==> config.mk <==
export PLATFORM = sky130hd
export DESIGN_NAME = wb_cmd_master
export DESIGN_NICKNAME = d
export VERILOG_FILES = /design/src/rtl/wb_cmd_pkg.sv /design/src/rtl/wb_cmd_fifo.sv /design/src/rtl/wb_cmd_master.sv
export SDC_FILE = /design/constraint.sdc
export NUM_CORES = 1
export LEC_CHECK = 0
export ABC_CLOCK_PERIOD_IN_PS = 3200
export BUFFER_PORTS_ARGS = -buffer_cell sky130_fd_sc_hd__buf_2
export CORE_UTILIZATION = 50
export DETAILED_ROUTE_END_ITERATION = 8
export PLACE_DENSITY = 0.76
export SYNTH_ARGS = -nofsm -noshare
export SYNTH_HDL_FRONTEND = slang
export SYNTH_SLANG_ARGS = --single-unit
export TNS_END_PERCENT = 5
==> constraint.sdc <==
create_clock -name wb_clk -period 3.2 [get_ports wb_clk]
set_input_delay 0.16 -clock wb_clk [delete_from_list [all_inputs] [get_ports wb_clk]]
set_output_delay 0.16 -clock wb_clk [all_outputs]
set_load 0.05 [all_outputs]
==> src/rtl/wb_cmd_pkg.sv <==
// Shared types for the Wishbone command master.
//   cmd_t      : one buffered bus command (direction, address, data, lane select)
//   rsp_code_t : completion status returned with every response
//   state_t    : bus sequencer states
package wb_cmd_pkg;

    typedef struct packed {
        logic        we;
        logic [31:0] adr;
        logic [31:0] dat;
        logic [3:0]  sel;
    } cmd_t;

    typedef enum logic [1:0] {
        RSP_OK      = 2'b00,
        RSP_ERR     = 2'b01,
        RSP_TIMEOUT = 2'b10
    } rsp_code_t;

    typedef enum logic [1:0] {
        IDLE,
        BUS,
        RESP
    } state_t;

endpackage

==> src/rtl/wb_cmd_fifo.sv <==
// Synchronous FIFO with registered input-ready and no fall-through.
//   clk, rst_n : clock, asynchronous active-low reset
//   push/wdata : write side; ready is registered "not full" (low while in reset)
//   pop/rdata  : read side; rdata shows the head entry while not empty
//   full/empty : occupancy flags
module wb_cmd_fifo #(
    parameter int unsigned WIDTH = 8,
    parameter int unsigned DEPTH = 4
) (
    input  logic             clk,
    input  logic             rst_n,
    input  logic             push,
    input  logic [WIDTH-1:0] wdata,
    output logic             ready,
    input  logic             pop,
    output logic [WIDTH-1:0] rdata,
    output logic             full,
    output logic             empty
);

    localparam int unsigned AW = $clog2(DEPTH);
    localparam int unsigned CW = $clog2(DEPTH + 1);

    logic [WIDTH-1:0] mem [DEPTH];
    logic [AW-1:0]    wr_ptr, rd_ptr;
    logic [CW-1:0]    count, count_next;
    logic             do_push, do_pop;

    assign full    = (count == CW'(DEPTH));
    assign empty   = (count == '0);
    assign do_push = push && !full;
    assign do_pop  = pop && !empty;
    assign rdata   = mem[rd_ptr];

    assign count_next = count + CW'(do_push) - CW'(do_pop);

    // Pointers are exactly log2(DEPTH) bits, so they wrap on their own.
    always_ff @(posedge clk or negedge rst_n) begin
        if (!rst_n) begin
            wr_ptr <= '0;
            rd_ptr <= '0;
            count  <= '0;
            ready  <= 1'b0;
        end else begin
            if (do_push) wr_ptr <= wr_ptr + 1'b1;
            if (do_pop)  rd_ptr <= rd_ptr + 1'b1;
            count <= count_next;
            ready <= (count_next != CW'(DEPTH));
        end
    end

    always_ff @(posedge clk) begin
        if (do_push) mem[wr_ptr] <= wdata;
    end

endmodule

==> src/rtl/wb_cmd_master.sv <==
// Single-master Wishbone classic initiator driven by a command stream.
//   wb_clk, wb_rst_n      : bus clock, asynchronous active-low reset
//   cmd_*                 : command stream in (valid/ready, we, adr, dat, sel)
//   rsp_*                 : response stream out (valid/ready, dat, code)
//   wb_m2s_*              : registered bus outputs
//   wb_s2m_dat/ack/err    : bus inputs from the slave
//   busy                  : commands queued or a transfer/response outstanding
module wb_cmd_master
    import wb_cmd_pkg::*;
#(
    parameter int unsigned CMD_DEPTH   = 4,
    parameter int unsigned TIMEOUT_CYC = 255
) (
    input  logic        wb_clk,
    input  logic        wb_rst_n,
    input  logic        cmd_valid,
    output logic        cmd_ready,
    input  logic        cmd_we,
    input  logic [31:0] cmd_adr,
    input  logic [31:0] cmd_dat,
    input  logic [3:0]  cmd_sel,
    output logic        rsp_valid,
    input  logic        rsp_ready,
    output logic [31:0] rsp_dat,
    output logic [1:0]  rsp_code,
    output logic [31:0] wb_m2s_adr,
    output logic [31:0] wb_m2s_dat,
    output logic [3:0]  wb_m2s_sel,
    output logic        wb_m2s_we,
    output logic        wb_m2s_cyc,
    output logic        wb_m2s_stb,
    input  logic [31:0] wb_s2m_dat,
    input  logic        wb_s2m_ack,
    input  logic        wb_s2m_err,
    output logic        busy
);

    localparam int unsigned TW = $clog2(TIMEOUT_CYC + 1);
    localparam logic [TW-1:0] TO_LAST = TW'(TIMEOUT_CYC - 1);
    localparam logic [TW-1:0] TO_MAX  = TW'(TIMEOUT_CYC);

    state_t    state;
    rsp_code_t rsp_code_q;
    logic [TW-1:0] tmo_cnt;
    cmd_t      cmd_in, fifo_out;
    logic      fifo_empty, fifo_full, pop;

    assign cmd_in = '{we: cmd_we, adr: cmd_adr, dat: cmd_dat, sel: cmd_sel};
    assign pop    = (state == IDLE) && !fifo_empty;
    assign busy   = !fifo_empty || (state != IDLE);
    assign rsp_code = rsp_code_q;

    wb_cmd_fifo #(
        .WIDTH ($bits(cmd_t)),
        .DEPTH (CMD_DEPTH)
    ) u_fifo (
        .clk   (wb_clk),
        .rst_n (wb_rst_n),
        .push  (cmd_valid && cmd_ready),
        .wdata (cmd_in),
        .ready (cmd_ready),
        .pop   (pop),
        .rdata (fifo_out),
        .full  (fifo_full),
        .empty (fifo_empty)
    );

    // The registered ready must never advertise space while the buffer is full.
    assert property (@(posedge wb_clk) disable iff (!wb_rst_n) !(fifo_full && cmd_ready));

    always_ff @(posedge wb_clk or negedge wb_rst_n) begin
        if (!wb_rst_n) begin
            state      <= IDLE;
            tmo_cnt    <= '0;
            wb_m2s_adr <= '0;
            wb_m2s_dat <= '0;
            wb_m2s_sel <= '0;
            wb_m2s_we  <= 1'b0;
            wb_m2s_cyc <= 1'b0;
            wb_m2s_stb <= 1'b0;
            rsp_valid  <= 1'b0;
            rsp_dat    <= '0;
            rsp_code_q <= RSP_OK;
        end else begin
            unique case (state)
                IDLE: begin
                    if (!fifo_empty) begin
                        wb_m2s_adr <= fifo_out.adr;
                        wb_m2s_dat <= fifo_out.dat;
                        wb_m2s_sel <= fifo_out.sel;
                        wb_m2s_we  <= fifo_out.we;
                        wb_m2s_cyc <= 1'b1;
                        wb_m2s_stb <= 1'b1;
                        tmo_cnt    <= '0;
                        state      <= BUS;
                    end
                end
                BUS: begin
                    if (wb_s2m_err || wb_s2m_ack || (tmo_cnt == TO_LAST)) begin
                        wb_m2s_cyc <= 1'b0;
                        wb_m2s_stb <= 1'b0;
                        wb_m2s_we  <= 1'b0;
                        rsp_valid  <= 1'b1;
                        state      <= RESP;
                        // err outranks ack; timeout only when the slave is silent.
                        if (wb_s2m_err) begin
                            rsp_code_q <= RSP_ERR;
                            rsp_dat    <= '0;
                        end else if (wb_s2m_ack) begin
                            rsp_code_q <= RSP_OK;
                            rsp_dat    <= wb_m2s_we ? 32'h0 : wb_s2m_dat;
                        end else begin
                            rsp_code_q <= RSP_TIMEOUT;
                            rsp_dat    <= '0;
                        end
                    end else if (tmo_cnt != TO_MAX) begin
                        tmo_cnt <= tmo_cnt + 1'b1;
                    end
                end
                RESP: begin
                    if (rsp_ready) begin
                        rsp_valid <= 1'b0;
                        state     <= IDLE;
                    end
                end
                default: state <= IDLE;
            endcase
        end
    end

endmodule
# Word-level counts from Yosys, hierarchy flattened
# Memories as Yosys holds them, arrays and structs flattened.
# Index checks and enable logic that the tools add are counted.
# Widths: inputs -> output; s select.
# op_classes
addsub,5
n_eq_ne,11
muxes,23
bitwise_logic,1
n_reduce_logical,20
# ops
operator,n
$mux 32,3
$mux 8,3
$pmux 8 s2,1
$mux 2,5
$ne 2x2->1 const B,5
$reduce_and 3->1,3
$add 8x1->8 const B,1
$eq 8x8->1 const B,1
$ne 8x8->1 const B,1
$mux 1,7
$pmux 1 s2,3
$pmux 2 s3,1
$reduce_bool 2->1,3
$add 2x1->2 const B,2
$logic_and 1x1->1,4
$reduce_and 2->1,2
$reduce_and 4->1,1
$add 3x1->3,1
$eq 3x3->1 const B,1
$logic_not 3->1,1
$logic_or 1x1->1,3
$ne 3x3->1 const B,1
$sub 3x1->3,1
$eq 2x1->1 const B,1
4 further kinds,5
# totals
regBits,123
ramBits,276
input_bits,107
word_cells,75
n_memories,1
# memory_table
name,words,word_bits,read_ports,rd_ports_with_merged_regs,write_ports,line_no,rtl
u_fifo.mem,4,69,1,0,1,wb_cmd_fifo.sv:24,logic [WIDTH-1:0] mem [DEPTH];

# Depth between registers and ports, before layout
# Gate-level depths: netlist of run 1.
# depth
word_depth,6
depth_mapped,13
mapped_depth_nobuf,11

# Cells and area by module
# A second synthesis of run 1 with hierarchy kept.
# unflattened
hier_cells,906
hier_area_um2,15234.6
# modules_own_cells
mod,n_inst,cells_each,area_per_inst_um2,seq_area_each_um2
wb_cmd_fifo,1,405,10541.4,8488.1
wb_cmd_master,1,501,4693.3,2877.8

# Worst setup path after synthesis of run 1
# No wires, ideal clock.
# synth_path
path_kind,register -> register
startpoint,reg u_fifo.ready
endpoint,"mem u_fifo.mem[0][0] (netlist name), enable pin"
setup_ps,435
arrival_time_ps,2739
t_required_ps,2765
slack_ps,26
stages_incl_launch_ff,4
path_buffers,0
path_cell_list,dfrtp_1 -> nand2_1 -> a21oi_1 -> and2_1
# synth_via
elab_chain_cells,4
# synth_lines
item,line_no,rtl
"start, declared",wb_cmd_fifo.sv:14,"output logic ready,"
"start signal, assigned",wb_cmd_fifo.sv:48,ready <= (count_next != CW'(DEPTH));
$logic_and 1x1->1,wb_cmd_master.sv:59,".push (cmd_valid && cmd_ready),"
$logic_and 1x1->1,wb_cmd_fifo.sv:31,assign do_push = push && !full;
via u_fifo.do_push,wb_cmd_fifo.sv:27,"logic do_push, do_pop;"
$mux 1,wb_cmd_fifo.sv:53,if (do_push) mem[wr_ptr] <= wdata;
$mux 1 (implied by the code),wb_cmd_fifo.sv:53,
"end, declared",wb_cmd_fifo.sv:24,
# The timed path passes the listed nets, and every way through them passes these cells.

# Final worst setup path of run 1
# layout_path
startpoint,reg u_fifo.count[1]
endpoint,reg u_fifo.ready
# layout_via
elab_chain_cells,6
elab_cells_between_ends,10
# layout_lines
item,line_no,rtl
"start, declared",wb_cmd_fifo.sv:26,"logic [CW-1:0] count, count_next;"
"start signal, assigned",wb_cmd_fifo.sv:47,count <= count_next;
$eq 3x3->1 / $logic_not 3->1 (equally long branches),"wb_cmd_fifo.sv:29, wb_cmd_fifo.sv:30",
$logic_not 1->1 (on tied branches),"wb_cmd_fifo.sv:31, wb_cmd_fifo.sv:32, wb_cmd_master.sv:49",
$logic_and 1x1->1 (on tied branches),"wb_cmd_fifo.sv:31, wb_cmd_master.sv:49",
$add 3x1->3 / $logic_and 1x1->1 (equally long branches),"wb_cmd_fifo.sv:35, wb_cmd_fifo.sv:32",
$sub 3x1->3 *,wb_cmd_fifo.sv:35,assign count_next = count + CW'(do_push) - CW'(do_pop);
via u_fifo.count_next[2],wb_cmd_fifo.sv:26,
$ne 3x3->1 *,wb_cmd_fifo.sv:48,
# Mark *: on every way through the listed nets, which the timed path passes. The rest lies on a longest branch.
# A chain may end at the register's enable or synchronous reset.

==> run metrics, run 1 <==
Die ar.=slightly above 0.03 mm2; Starting Density=0.507; FF-to-FF Start=u_fifo.count[1]$_DFF_PN0_; top cell type by total area after synthesis=edfxtp_1; Synth area leaders=edfxtp_1 (55%), dfrtp_1 (20%), mux4_2 (10%), nand2_1 (6.2%), o21ai_1 (2.3%); Max VDD drop=approximately 0.8 mV; Clock Tree Buf Depth=3; Post-Route WL=31.9 mm; IO Port Bufs=roughly 210; clk root buf=clkbuf_16; area fraction of the dominant cell type after synthesis=0.551; IO Count=approximately 220; Seq/Total Area, Yosys=0.756; fill count=2074; reg2reg path depth=11; area grow syn2layout=26.5%; total power=19500 uW; highest-delay cell along the critical path=dfrtp_1; core area=between 0.02 and 0.03 mm2; fin crit period=2.51 ns; DR vias=8897; worst path arrival time=roughly 2.9 ns; Pwr Density=just over 1000 mW/mm2; yosys warns=0; DR WL/cell=roughly 19 um; placed cells=about 1500; slowest stage delay, CP=between 0.4 and 0.5 ns; Distinct cells, synth=43; Critical Path End Type=flip-flop; drt drc=0; Setup violations, final=0; Row Count=63; CTS tree=done; status=complete, no violations; delay-heaviest family, CP=adder cells; fin cells=between 1500 and 2000; worst setup path class=flip-flop to flip-flop; largest net degree at the start of global routing=74; Crit path depth=11; htree depth=2; hpwl dp=roughly 18 mm; critical-path cell list=nor3_1 -> nand2b_4 -> clkinv_2 -> ha_1 -> inv_1 -> ha_1 -> inv_1 -> fa_1 -> xnor2_1 -> xnor2_1 -> nand3b_1; residual overflow from global routing=0; fraction of layout cells with a size suffix above 1=0.298; hold path cells=4; leakage=roughly 0.0076 uW; syn_area_per_cell=around 16 um2; post-CTS sizing=0; Required @ worst endpoint=3.59 ns; post-route antenna net violation count=0; RSZ-0062 raised after global routing=false; Buf+Inv Stages, Crit Path=3; Final Cycle Share=0.784; max_cap viols=0; drt first pass iters=5; Post-Syn Nets=~1000; Max Fclk=about 400 MHz; Critical R2R Capture=u_fifo.ready$_DFF_PN0_; Sum Neg Setup Slack=0 ns; Die W=~180 um; clock input transition at the sequential cells of the worst setup and hold paths=approximately 0.060 ns; Synth Cell Area=between 0.015 and 0.02 mm2; min-delay src=cmd_valid; GRT Util Overall=0.211; vias in the first global route=between 9000 and 10000; Die Height=about 180 um; worst slew pin tran=0.938 ns; Slew Limit Headroom=0.375; synthesized instance count=about 910; R2R setup slack=around 0.69 ns; Worst setup SP type=flip-flop; Synth Register Bits=399; crit-path max FO=4; initial antenna violation count=2; Fin. Hold Viols=0; Layout Nets=between 1000 and 1500; routed vias/inst=roughly 5.3; total clock sinks=between 300 and 400; register area=0.0114 mm2; clock latency on the worst-skew pair=roughly 0.53 ns; Hold EP=u_fifo.wr_ptr[0]$_DFFE_PN0P_; Final Skew=0.0218 ns; first-pass GRT wire length=between 50 and 60 mm; area occupied by multi-input gates=0.00342 mm2; final slew viol count=0; global placement routability congestion=between 0.8 and 0.9; cts bufs inserted=40; HP Class=input port to flip-flop; DRT iter0 DRCs=approximately 700
## flip-flops by register name, summed over array words and instances, names as in the netlist
register	flops
wb_m2s_stb	1
u_fifo.ready	1
rsp_valid	1
wb_m2s_sel	4
u_fifo.rd_ptr	2
wb_m2s_dat	32
state	2
u_fifo.wr_ptr	2
u_fifo.mem	276
wb_m2s_we	1
u_fifo.count	3
wb_m2s_adr	32
rsp_dat	32
rsp_code	2
tmo_cnt	8
## Yosys cell counts (all sizes together)
master	count
a21o	2
a21oi	4
a22o	3
a31oi	6
a41oi	1
and2	4
and3	1
buf	30
clkbuf	16
dfrtp	123
edfxtp	276
fa	1
ha	8
inv	9
mux2	1
mux4	69
nand2	250
nand2b	3
nand3	3
nand3b	1
nand4	1
nor2	8
nor2b	2
nor3	4
nor3b	1
nor4b	1
o21a	1
o21ai	74
o22a	1
o2bb2ai	1
o31ai	3
or4b	1
xnor2	5
## worst reg2reg max path, cell delays in order, from the launching register on
cell and delay [ns]:
dfrtp_1 0.43, nor3_1 0.33, nand2b_4 0.21, clkinv_2 0.05, ha_1 0.28, inv_1 0.06, ha_1 0.13, inv_1 0.06
fa_1 0.41, xnor2_1 0.18, xnor2_1 0.16, nand3b_1 0.10
## timing repair
item / in CTS / in global routing
hold buffers: 105 / 0
hold endpoints to repair: 376 / 0
buffers inserted: 0 / 0
## how the worst max path moves through the flow
stage / to / start / slack (ns)
final: u_fifo.ready$_DFF_PN0_ / u_fifo.count[1]$_DFF_PN0_ / 0.69
after global routing: u_fifo.ready$_DFF_PN0_ / u_fifo.count[1]$_DFF_PN0_ / 0.48
after CTS: u_fifo.ready$_DFF_PN0_ / u_fifo.count[1]$_DFF_PN0_ / 0.70
after detailed placement: u_fifo.ready$_DFF_PN0_ / u_fifo.count[1]$_DFF_PN0_ / 0.70
after global placement: u_fifo.ready$_DFF_PN0_ / u_fifo.count[1]$_DFF_PN0_ / 0.76
after floorplan: u_fifo.mem[0][0]$_DFFE_PP_ / u_fifo.ready$_DFF_PN0_ / 0.03
## layout make-up
type | count | area share
antenna | 2 | 0.000263
clock buffer | 55 | 0.0599
tap | 390 | 0.0257
clock inverter | 19 | 0.0114
inverter | 9 | 0.00184
multi-input combinational | 460 | 0.180
sequential | 399 | 0.598
timing repair buffer | 337 | 0.123
## report_power, final
group          leakage, uW  switching, uW  internal [uW]  total, uW
sequential         0.00408            854           6970       7830
combinational      0.00287           4690           2240       6930
clock             0.000662           1900           2830       4730
total              0.00761           7450          12000      19500
## per-stage QoR
step / area, um2 / setup WS, ns / hold WS (ns) / utilization
finish: 19000 / 0.692 / 0.151 / 0.642
global route: 19000 / 0.476 / 0.176 / 0.642
CTS: 19000 / 0.695 / 0.141 / 0.641
detailed placement: 16600 / 0.700 / 0.231 / 0.560
global placement: 16600 / 0.762 / 0.223 / 0.560
floorplan: 15000 / 0.0263 / -0.136 / -
## logic make-up (layout without fill, tap and decap cells)
family | Yosys count | count (layout) | share of synthesized area
other cells | 0 | 2 | 0
simple gates | 280 | 280 | 0.0756
xor+xnor | 5 | 5 | 0.00291
buf+inv | 55 | 420 | 0.0176
mux | 70 | 70 | 0.104
fa+ha+maj | 9 | 9 | 0.00799
compound gates | 96 | 96 | 0.0358
flops | 399 | 399 | 0.756
## cells in the final DEF (no fill, tap or decap), types with 2 or more instances in the layout
cell / synthesis / final
a21o_1: 2 / 2
a21oi_1: 4 / 4
a22o_1: 2 / 2
a31oi_1: 6 / 6
and2_4: 0 / 4
buf_12: 0 / 6
buf_2: 23 / 213
buf_4: 2 / 12
bufinv_16: 0 / 4
clkbuf_1: 16 / 9
clkbuf_16: 0 / 42
clkbuf_8: 0 / 4
clkinv_2: 0 / 10
clkinvlp_4: 0 / 3
dfrtp_1: 123 / 121
dfrtp_4: 0 / 2
diode_2: 0 / 2
dlygate4sd3_1: 0 / 105
edfxtp_1: 276 / 276
ha_1: 8 / 8
inv_1: 8 / 8
mux4_2: 69 / 69
nand2_1: 249 / 249
nand2b_1: 3 / 2
nand3_1: 3 / 3
nor2_1: 7 / 7
nor3_1: 4 / 4
o21ai_0: 5 / 5
o21ai_1: 68 / 68
o31ai_1: 3 / 3
xnor2_1: 5 / 5
## layer usage
layer  GRT usage  vias up  wire length, um
li1            -     4043                -
met1       0.272     4413            13000
met2       0.366      374            16000
met3      0.0364       67             2150
met4      0.0649        0              722
met5           0        -                0
No activity file was read; power rests on OpenSTA's default activity.
==> run 2: changes to the inputs <==
Settings changed: ABC_CLOCK_PERIOD_IN_PS 3200 to 2100.
Clock period 3.2 ns to 2.1 ns, I/O delays scaled along.
==> run metrics, run 2 (synthesized netlist as in run 1, its figures left out) <==
status=finished with violations; failing checks=negative setup slack; Setup violations, final=2 (+2); residual overflow from global routing=0 (unchanged); highest-delay cell along the critical path=dfrtp_1; crit-path max FO=2 (-2); worst path arrival time=2.58 ns (-0.31 ns); drt first pass iters=7 (+2); total clock sinks=399 (unchanged); fin cells=1693 (+1.3%); worst slew pin tran=0.917 ns (-0.0203 ns); HP Class=input port to async pin; Final Skew=0.0180 ns (-0.00384 ns); Clock power frac=0.238 (-0.005); Pwr Density=1560 mW/mm2 (+53%); most flop-heavy register=u_fifo.mem; Final Cycle Share=1.03 (+0.244); Crit. Startpoint=u_fifo.count[2]$_DFF_PN0_; Die W=175 um (unchanged); Clock Tree Buf Depth=3 (unchanged); drt drc=0 (unchanged); Die ar.=0.0308 mm2 (unchanged); clk root buf=clkbuf_16; global placement routability congestion=0.831 (+2.2%); most common cell after layout, fill and taps aside=edfxtp_1; largest net degree at the start of global routing=74 (unchanged); Seq pwr share=0.382 (-0.020); RSZ-0062 raised after global routing=true; delay-heaviest family, CP=adder cells; Post-Route WL=31.2 mm (-2.1%); Row Count=63 (unchanged); Required @ worst endpoint=2.52 ns (-1.07 ns); Starting Density=0.507 (unchanged); pre-CTS WS=-0.203 ns (-0.903 ns); area occupied by multi-input gates=0.00347 mm2 (+1.4%); hpwl dp=18.2 mm (+2.1%); DR WL/cell=18.4 um (-3.4%); Layout Nets=1384 (+1.5%); Int Pwr=18600 uW (+55%); slowest stage delay, CP=0.38 ns (-0.05 ns); FF-to-FF Start=u_fifo.count[2]$_DFF_PN0_; fraction of layout cells with a size suffix above 1=0.314 (+0.0157); DRT iter0 DRCs=546 (-23%); IO Count=215 (unchanged); first-pass GRT wire length=49.7 mm (-0.51%); Slew Limit Headroom=0.388 (+0.0135); placed cells=1507 (+1.1%); Buf+Inv Stages, Crit Path=3 (unchanged); Switch Pwr=11600 uW (+56%); routed vias/inst=5.26 (-1.2%); Max VDD drop=1.05 mV (+31%); critical-path cell list=nor3_2 -> nand2b_4 -> inv_6 -> ha_4 -> inv_4 -> ha_4 -> inv_2 -> fa_2 -> xnor2_2 -> xnor2_2 -> nand3b_1; post-route antenna net violation count=0 (unchanged); fin crit period=2.16 ns (-0.350 ns); area grow syn2layout=28.6%; worst setup path class=flip-flop to flip-flop; Critical Path End Type=flip-flop; register area=0.0114 mm2 (unchanged); max FFs per register=276 (unchanged); vias in the first global route=9358 (-0.40%); Max Fclk=463 MHz (+16%); clock latency on the worst-skew pair=0.54 ns (about the same); core area=0.0296 mm2 (unchanged); max_cap viols=0 (unchanged); leakage=0.00774 uW (+1.7%); cts bufs inserted=41 (+2.5%); clock input transition at the sequential cells of the worst setup and hold paths=0.06 ns (about the same); DR vias=8910 (+0.15%); CTS tree=done; initial antenna violation count=2 (unchanged); GRT Util Overall=0.209 (-0.00145); Fin. Hold Viols=0 (unchanged); Worst setup SP type=flip-flop; Setup WS post-layout=-0.0582 ns (-0.750 ns); Die Height=175 um (unchanged); final slew viol count=0 (unchanged); htree depth=2 (unchanged); most frequent cells in the layout=edfxtp_1 (276), nand2_1 (249), buf_2 (213), dfrtp_1 (121), dlygate4sd3_1 (106); fill count=2068 (-0.29%); sw frac=0.384 (+0.00166); IO Port Bufs=214 (unchanged); Sum Neg Setup Slack=-0.0945 ns (-0.0945 ns); Gate power share=0.380 (+0.024)
run 2: changes by cell type in the layout (fill, tap and decap cells not counted), moves of 3 or more:
| cell | change |
|---|---|
| clkbuf_1 | -4 |
| inv_16 | +3 |
| buf_12 | +7 |
| clkinv_2 | -5 |
| clkinvlp_4 | +3 |
| buf_4 | +11 |
| clkinv_1 | +6 |
run 2: cell type report:
cell class / instances / area share
antenna: 2 / 0.000259
multi-input combinational: 460 / 0.179
inverter: 9 / 0.00214
sequential: 399 / 0.588
tap: 390 / 0.0252
clock buffer: 49 / 0.0562
clock inverter: 27 / 0.0145
timing repair buffer: 357 / 0.134
run 2: power groups by stage:
stage	Combinational [uW]	Sequential [uW]	Clock, uW
6_report	11500	11500	7190
5_1_grt	12400	11800	7650
4_1_cts	11500	11600	7350
3_5_place_dp	11300	11700	0
3_3_place_gp	11100	11600	0
2_1_floorplan	5190	14600	0
run 2: final timing paths:
path                       cells after the start                    endpoint  slack (ns)
max in group asynchronous                      3      tmo_cnt[2]$_DFFE_PN0P_        1.31
max                                           11      u_fifo.ready$_DFF_PN0_       -0.06
min reg2reg                                    2  wb_m2s_dat[29]$_DFFE_PN0P_        0.47
min in group wb_clk                            4   u_fifo.count[0]$_DFF_PN0_        0.08
max reg2reg                                   11      u_fifo.ready$_DFF_PN0_       -0.06
min                                            2      rsp_dat[0]$_DFFE_PN0P_        0.06
run 2: through the flow:
stage | hold slack, ns | utilization | power (uW) | cell area [um2]
6_report | 0.0649 | 0.652 | 30200 | 19300
5_1_grt | 0.0916 | 0.652 | 31800 | 19300
4_1_cts | 0.0699 | 0.651 | 30400 | 19300
3_5_place_dp | 0.0692 | 0.569 | 23000 | 16900
3_3_place_gp | 0.0595 | 0.569 | 22700 | 16900
2_1_floorplan | -0.191 | - | 19800 | 15100
run 2: metal layers:
layer  wire (um)  up-vias  track usage
met5           0        -            0
met4         691        0       0.0594
met3        2050       50       0.0392
met1       12700     4461        0.271
li1            -     4082            -
met2       15700      317        0.363
run 2: what timing repair did:
action | CTS | global route
pin swaps | 6 | 5
gates resized for setup | 2 | 3
buffers inserted | 1 | 1
endpoints found under the setup margin | 3 | 3
hold endpoints to repair | 436 | 0
hold buffers | 106 | 0
